## src/rtl/contador_barrido.sv

```systemverilog
// contador_barrido: display-scan counter for multiplexed 7-segment digits.
// Splits the clock into per-digit slots, skips masked-off digits, blanks the
// start of every slot to suppress ghosting, and drives the anode lines plus
// the nibble handed to the segment decoder.
module contador_barrido #(
    parameter int NUM_DIGITOS  = 4,
    parameter int DIV_REFRESCO = 100000,
    parameter int BLANK_CICLOS = 2000,
    parameter bit ACTIVO_BAJO  = 1'b1,
    localparam int W_IDX = (NUM_DIGITOS > 1) ? $clog2(NUM_DIGITOS) : 1
) (
    input  logic                     reloj,
    input  logic                     reset,
    input  logic                     habilitar,
    input  logic [NUM_DIGITOS-1:0]   mascara,
    input  logic [4*NUM_DIGITOS-1:0] datos,
    output logic [NUM_DIGITOS-1:0]   anodos,
    output logic [W_IDX-1:0]         digito_actual,
    output logic [3:0]               nibble,
    output logic                     tick_barrido
);

    localparam int                W_CNT   = $clog2(DIV_REFRESCO);
    localparam logic [W_CNT-1:0]  CNT_MAX = W_CNT'(DIV_REFRESCO - 1);
    localparam logic [NUM_DIGITOS-1:0] ANODOS_OFF = {NUM_DIGITOS{ACTIVO_BAJO}};

    // Phase within a slot; derived from the count, not stored separately.
    typedef enum logic {
        APAGADO,
        MOSTRAR
    } fase_t;

    logic [W_CNT-1:0]       cnt_q, cnt_d;
    logic [W_IDX-1:0]       idx_q, idx_d;
    logic [W_IDX-1:0]       idx_nuevo;
    logic [NUM_DIGITOS-1:0] anodos_q, anodos_d;
    logic                   tick_q, tick_d;
    logic [NUM_DIGITOS-1:0] activo;
    fase_t                  fase_d;

    // Next enabled digit strictly after idx, wrapping; falls back to idx itself
    // when it is the only enabled digit (or when no digit is enabled).
    function automatic logic [W_IDX-1:0] siguiente(
        input logic [W_IDX-1:0]       idx,
        input logic [NUM_DIGITOS-1:0] mask
    );
        logic [W_IDX-1:0] res;
        logic             encontrado;
        int               j;
        res        = idx;
        encontrado = 1'b0;
        for (int k = 1; k <= NUM_DIGITOS; k++) begin
            j = (int'(idx) + k) % NUM_DIGITOS;
            if (!encontrado && mask[j]) begin
                res        = W_IDX'(j);
                encontrado = 1'b1;
            end
        end
        return res;
    endfunction

    assign idx_nuevo = siguiente(idx_q, mascara);

    // Next-state: slot count, digit advance, wrap pulse and anode pattern.
    always_comb begin
        // NOTE: every signal gets a default first so no path leaves it unassigned (no latch).
        cnt_d  = cnt_q;
        idx_d  = idx_q;
        tick_d = 1'b0;
        activo = '0;
        if (habilitar) begin
            if (cnt_q == CNT_MAX) begin
                cnt_d = '0;
                // An empty mask holds the index and never reports a wrap.
                if (|mascara) begin
                    idx_d  = idx_nuevo;
                    tick_d = (idx_nuevo <= idx_q);
                end
            end else begin
                cnt_d = cnt_q + W_CNT'(1);
            end
        end
        fase_d = (int'(cnt_d) < BLANK_CICLOS) ? APAGADO : MOSTRAR;
        // Anodes use next-state count/index so they line up with them after the edge.
        if (habilitar && fase_d == MOSTRAR) begin
            activo[idx_d] = mascara[idx_d];
        end
        anodos_d = ACTIVO_BAJO ? ~activo : activo;
    end

    // State and registered outputs; reset wins over enable and any pending advance.
    always_ff @(posedge reloj) begin
        // NOTE: non-blocking assignments so every register samples pre-edge values.
        if (reset) begin
            cnt_q    <= '0;
            idx_q    <= '0;
            anodos_q <= ANODOS_OFF;
            tick_q   <= 1'b0;
        end else begin
            cnt_q    <= cnt_d;
            idx_q    <= idx_d;
            anodos_q <= anodos_d;
            tick_q   <= tick_d;
        end
    end

    assign anodos        = anodos_q;
    assign digito_actual = idx_q;
    assign tick_barrido  = tick_q;
    assign nibble        = datos[{idx_q, 2'b00} +: 4];

endmodule

```

## config.mk

```make
export PLATFORM = sky130hd
export DESIGN_NAME = contador_barrido
export DESIGN_NICKNAME = d
export VERILOG_FILES = /design/src/rtl/contador_barrido.sv
export SDC_FILE = /design/constraint.sdc
export NUM_CORES = 1
export LEC_CHECK = 0
export ABC_AREA = 0
export BUFFER_PORTS_ARGS = -buffer_cell sky130_fd_sc_hd__buf_4
export CAP_MARGIN = 20
export CORE_ASPECT_RATIO = 0.8
export CORE_MARGIN = 1
export CORE_UTILIZATION = 40
export CTS_CLUSTER_DIAMETER = 120
export DETAILED_ROUTE_END_ITERATION = 10
export PLACE_DENSITY = 0.67
export SYNTH_ARGS = -nofsm -noshare
export SYNTH_HDL_FRONTEND = slang
export SYNTH_SLANG_ARGS = --single-unit
```

## constraint.sdc

```tcl
create_clock -name reloj -period 4.9 [get_ports reloj]
set_input_delay 0.735 -clock reloj [delete_from_list [all_inputs] [get_ports reloj]]
set_output_delay 0.735 -clock reloj [all_outputs]
set_load 0.05 [all_outputs]
```

Word-level counts from Yosys, hierarchy flattened --
Cells that the tools add are included.
Word-level totals: register bits 24, input port bits 23, output and inout bits 11, logic and storage cells 72
Cells by class: $add $sub $neg 5, $lt $le $gt $ge 8, equality and inequality tests 1, shift-type cells 1, mux-type cells 30, bitwise gates (word level) 9, reductions and logical operators 14
Operators by type and width (count):
- 17-bit two-way mux | 2
- 17-bit by 1-bit adder with 17-bit output (second input constant) | 1
- 17-bit == test (second input constant) | 1
- 17-bit by 11-bit < comparator with 1-bit output (second input constant) | 1
- 3-bit by 4-bit < comparator with 1-bit output (second input constant) | 4
- 16-bit by 5-bit indexed part select with 4-bit output | 1
- 1-bit two-way mux | 14
- 2-bit two-way mux | 7
- 1-bit binary-select mux with 2-bit select | 5
- 2-bit OR reduction | 4
- 4-bit OR reduction | 2
- 1-bit logical AND | 5
- 2-bit by 1-bit adder with 2-bit output (second input constant) | 2
- 2-bit adder (second input constant) | 2
- 1-bit AND (first input constant) | 4
- 4-bit AND | 1
- 4-bit two-way mux | 1
- 4-bit NOT | 1
- 1-bit zero test | 3
- 2-bit by 3-bit < comparator with 1-bit output (second input constant) | 1
- 1-bit NOT | 3
- 1-bit demux with 2-bit select | 1
- 2-bit by 1-bit greater-or-equal comparator with 1-bit output (second input constant) | 1
- 2-bit <= comparator | 1

Logic depth before layout (Yosys ltp) --
depth after elaboration 26, gate-level depth with buffers 10, mapped depth without buffers 9

Worst setup path after synthesis --
OpenSTA, ideal clock, no wires.
path kind input -> register, from input habilitar, to register anodos_q[0] (netlist: anodos[0]), setup time 79 ps, arrival 2299 ps, path slack 2522 ps, stages on the path 7, buffers on the path 1, cell sequence buf_2 -> nand4_1 -> nor4_1 -> mux2_1 -> o211ai_1 -> o211ai_1 -> o211ai_1
Between the ends: cells in the longest elaborated chain, start to end 8, elaborated cells between the ends (all ways) 15
RTL lines:
- start: declaration | RTL line 14 | input logic habilitar,
- parallel branches: the longest is 6 deep, another holds 17-bit by 11-bit < comparator with 1-bit output
- 4-bit two-way mux * | RTL line 85 | if (habilitar && fase_d == MOSTRAR) begin
- 4-bit NOT * | RTL line 88 | anodos_d = ACTIVO_BAJO ? ~activo : activo;
- end signal: assignment | RTL line 102 | anodos_q <= anodos_d;
- end: declaration | RTL line 36 | logic [NUM_DIGITOS-1:0] anodos_q, anodos_d;
Mark *: on every way between the ends. The select of a mux whose other input is x is not followed. A chain may end at the register's enable or synchronous reset.

Final worst setup path --
from register cnt_q[0], to register anodos_q[1] (netlist: anodos[1])
Between the ends: cells in the longest elaborated chain, start to end 10, elaborated cells between the ends (all ways) 19
RTL lines:
- start: declaration | RTL line 33 | logic [W_CNT-1:0] cnt_q, cnt_d;
- start signal: assignment | RTL line 100 | cnt_q <= cnt_d;
- parallel branches: the longest is 8 deep, another holds 17-bit by 1-bit adder with 17-bit output
- 4-bit two-way mux * | RTL line 85
- 4-bit NOT * | RTL line 88
Marked as above.

==> impl_metrics.ini <==
[clock_tree]
root_buffer = clkbuf_8
cts_buffers = 3
cts_tree = built
cts.sinks = 24
htree_levels = 1
cts_resized = 0
clock_latency_ns = 0.27
clk_path_buf_depth = 2
cts.clk_slew.worst_paths_ns = 0.08
holdBufCountCts = 0
postCtsSetupBuffers = 0

[logic_synthesis]
syn_area_sq_um = 1640
synth_largest_area_cell = dfxtp_1
synth_edf_count = 0
yosysSeqAreaShare_pct = 29.2
synth_nets = 217
ys_types = 49
syn_avg_cell_area_sq_um = 8.61
ys_ff_latch = 24
synthTopCellsByCount = dfxtp_1, nor2_1, nand2_1
syn_inst = 191
ys_async_sr_fraction_pct = 0
synth.area.top_cells = dfxtp_1, mux4_2, nor2_1, xnor2_1, xor2_1
synth_ff_type = dfxtp_1
synth_warnings = 0
synth.top_cell.area_share_pct = 29.2

[floorplan]
fp.dieW_um = 73.7
num_rows = 20
initial_utilization_pct = 42.4
core_region_area_sq_um = 3880
fp.dieArea_sq_um = 4370
io-pin-count = 34
die_h_um = 59.3

[place]
port_buffers = 33
dpl.cell_count = 266
place.gp.congestion = 0.935
place_hpwl_um = 2630

[power_and_ir_drop]
p_leak_nw = 0.687
ir_drop_mv = 0.164
power.density_nw_per_um2 = 201
total_power_mw = 0.381

[critical_path]
crit_path_frequent_cell = o211ai_1
cp_num_cells = 7
cp.required_ns = 5.04
critPathArrivalTime_ns = 2.68
worst-setup-path-type = flip-flop to flip-flop
startpoint_type = flip-flop
slowest_delay_ns = 0.62
worstPathCellList = ha_1 > nand3_1 > nor4_1 > a2bb2oi_1 > o21ai_0 > o211ai_1 > o211ai_1
endpoint_kind = flip-flop
critPathMaxFanout = 10
critical_path.slowest_cell = nor4_1
cp_num_buf_inv = 0
crit_family = simple AND/OR/NAND/NOR gates
r2r_cells = 7

[layout]
drive_gt1_share_pct = 23.3
area_growth_pct = 15.6
final_cells = 270
utilization_pct = 49.0
fin_nets = 242
antenna_cells = 0

[timing]
min_period_ns = 2.53
min_period_over_period_pct = 51.7
setup_viol = 0
drv_slew = 0
rsz0062_at_grt = no
slew_headroom_pct = 51.5
finalHoldViolCount = 0
clock_skew_ns = 0.00175
fin_tns_setup_ns = 0
max_freq_ghz = 0.395
worst_pin_slew_ns = 0.721

[min_path]
hold_path.class = flip-flop to flip-flop
min_path_cells = 2

[detailed_routing]
routedWlPerCell_um = 13.3
viasPerCell = 5.45
drc = 0
routed_wl_um = 3590
first_iter_violations = 176
drtPass1Iterations = 4
dr_total_vias = 1471
final_antenna_net_count = 0

[global_route]
track_usage_pct = 17.8
antenna_found_initial = 0
grt_pass1_wl_um = 5890
grt_max_degree = 16
overflow = 0
grt_pass1_vias = 1230

[status]
status = finished clean

[job]
maxCapViolations = 0
power breakdown:
group | internal [mW] | switching [mW]
combinational | 0.0223 | 0.0221
sequential | 0.197 | 0.00315
clock | 0.0719 | 0.0652
cell families after synthesis:
group / synth area share (%)
flip-flops: 29.2
buffers and inverters: 8.14
XOR/XNOR: 8.52
multiplexers: 9.82
AND/OR/NAND/NOR: 31.8
adder cells (fa/ha/maj): 2.28
AO/OA/AOI/OAI: 10.2
worst min-delay path: cells and delay by family (launching register included):
family / cells / cell delay (ns)
AND/OR/NAND/NOR: 2 / 0.15
flip-flops: 1 / 0.36
final timing paths:
kind | end | start | slack (ns)
setup / recovery | anodos[1]$_SDFF_PP1_ | cnt_q[0]$_SDFFE_PP0P_ | 2.37
hold reg to reg | tick_barrido$_SDFF_PP0_ | cnt_q[16]$_SDFF_PP0_ | 0.56
setup reg to reg | anodos[1]$_SDFF_PP1_ | cnt_q[0]$_SDFFE_PP0P_ | 2.37
hold / removal | tick_barrido$_SDFF_PP0_ | cnt_q[16]$_SDFF_PP0_ | 0.56
metrics by stage:
step	setup slack (ns)	hold slack (ns)	area, sq um
2_1_floorplan	2.52	0.481	1640
3_3_place_gp	2.41	0.545	1850
3_5_place_dp	2.28	0.541	1850
4_1_cts	2.36	0.554	1900
5_1_grt	2.07	0.583	1900
6_report	2.37	0.559	1900
sequential cells by signal (all words and copies together), names as in the netlist:
name	count
cnt_q	17
anodos	4
digito_actual	2
tick_barrido	1
cell type report:
type,instances,area [sq um]
fillers,371,1980
multi-input cells,149,1030
flip-flops and latches,24,480
repair buffers,33,248
well taps,55,68.8
clock buffers,4,55.1
inverters,5,18.8
routing by layer:
metal / global-route usage [%] / part of all wire, % / up-vias
met1: 26.7 / 49 / 667
met3: 4.76 / 6.4 / 8
li1: - / - / 743
met5: 0 / 0 / -
met4: 5.49 / 1.2 / 0
met2: 24.5 / 43 / 53
cell usage in the layout (no fill, tap or decap), drive strengths merged, types with 7 or more instances in the layout:
cell / n
nand3: 7
dfxtp: 24
xnor2: 8
nand4: 10
buf: 33
xor2: 8
nor3: 11
a21oi: 7
nor2: 24
nand2: 14
(Power assumes the default switching activity.)
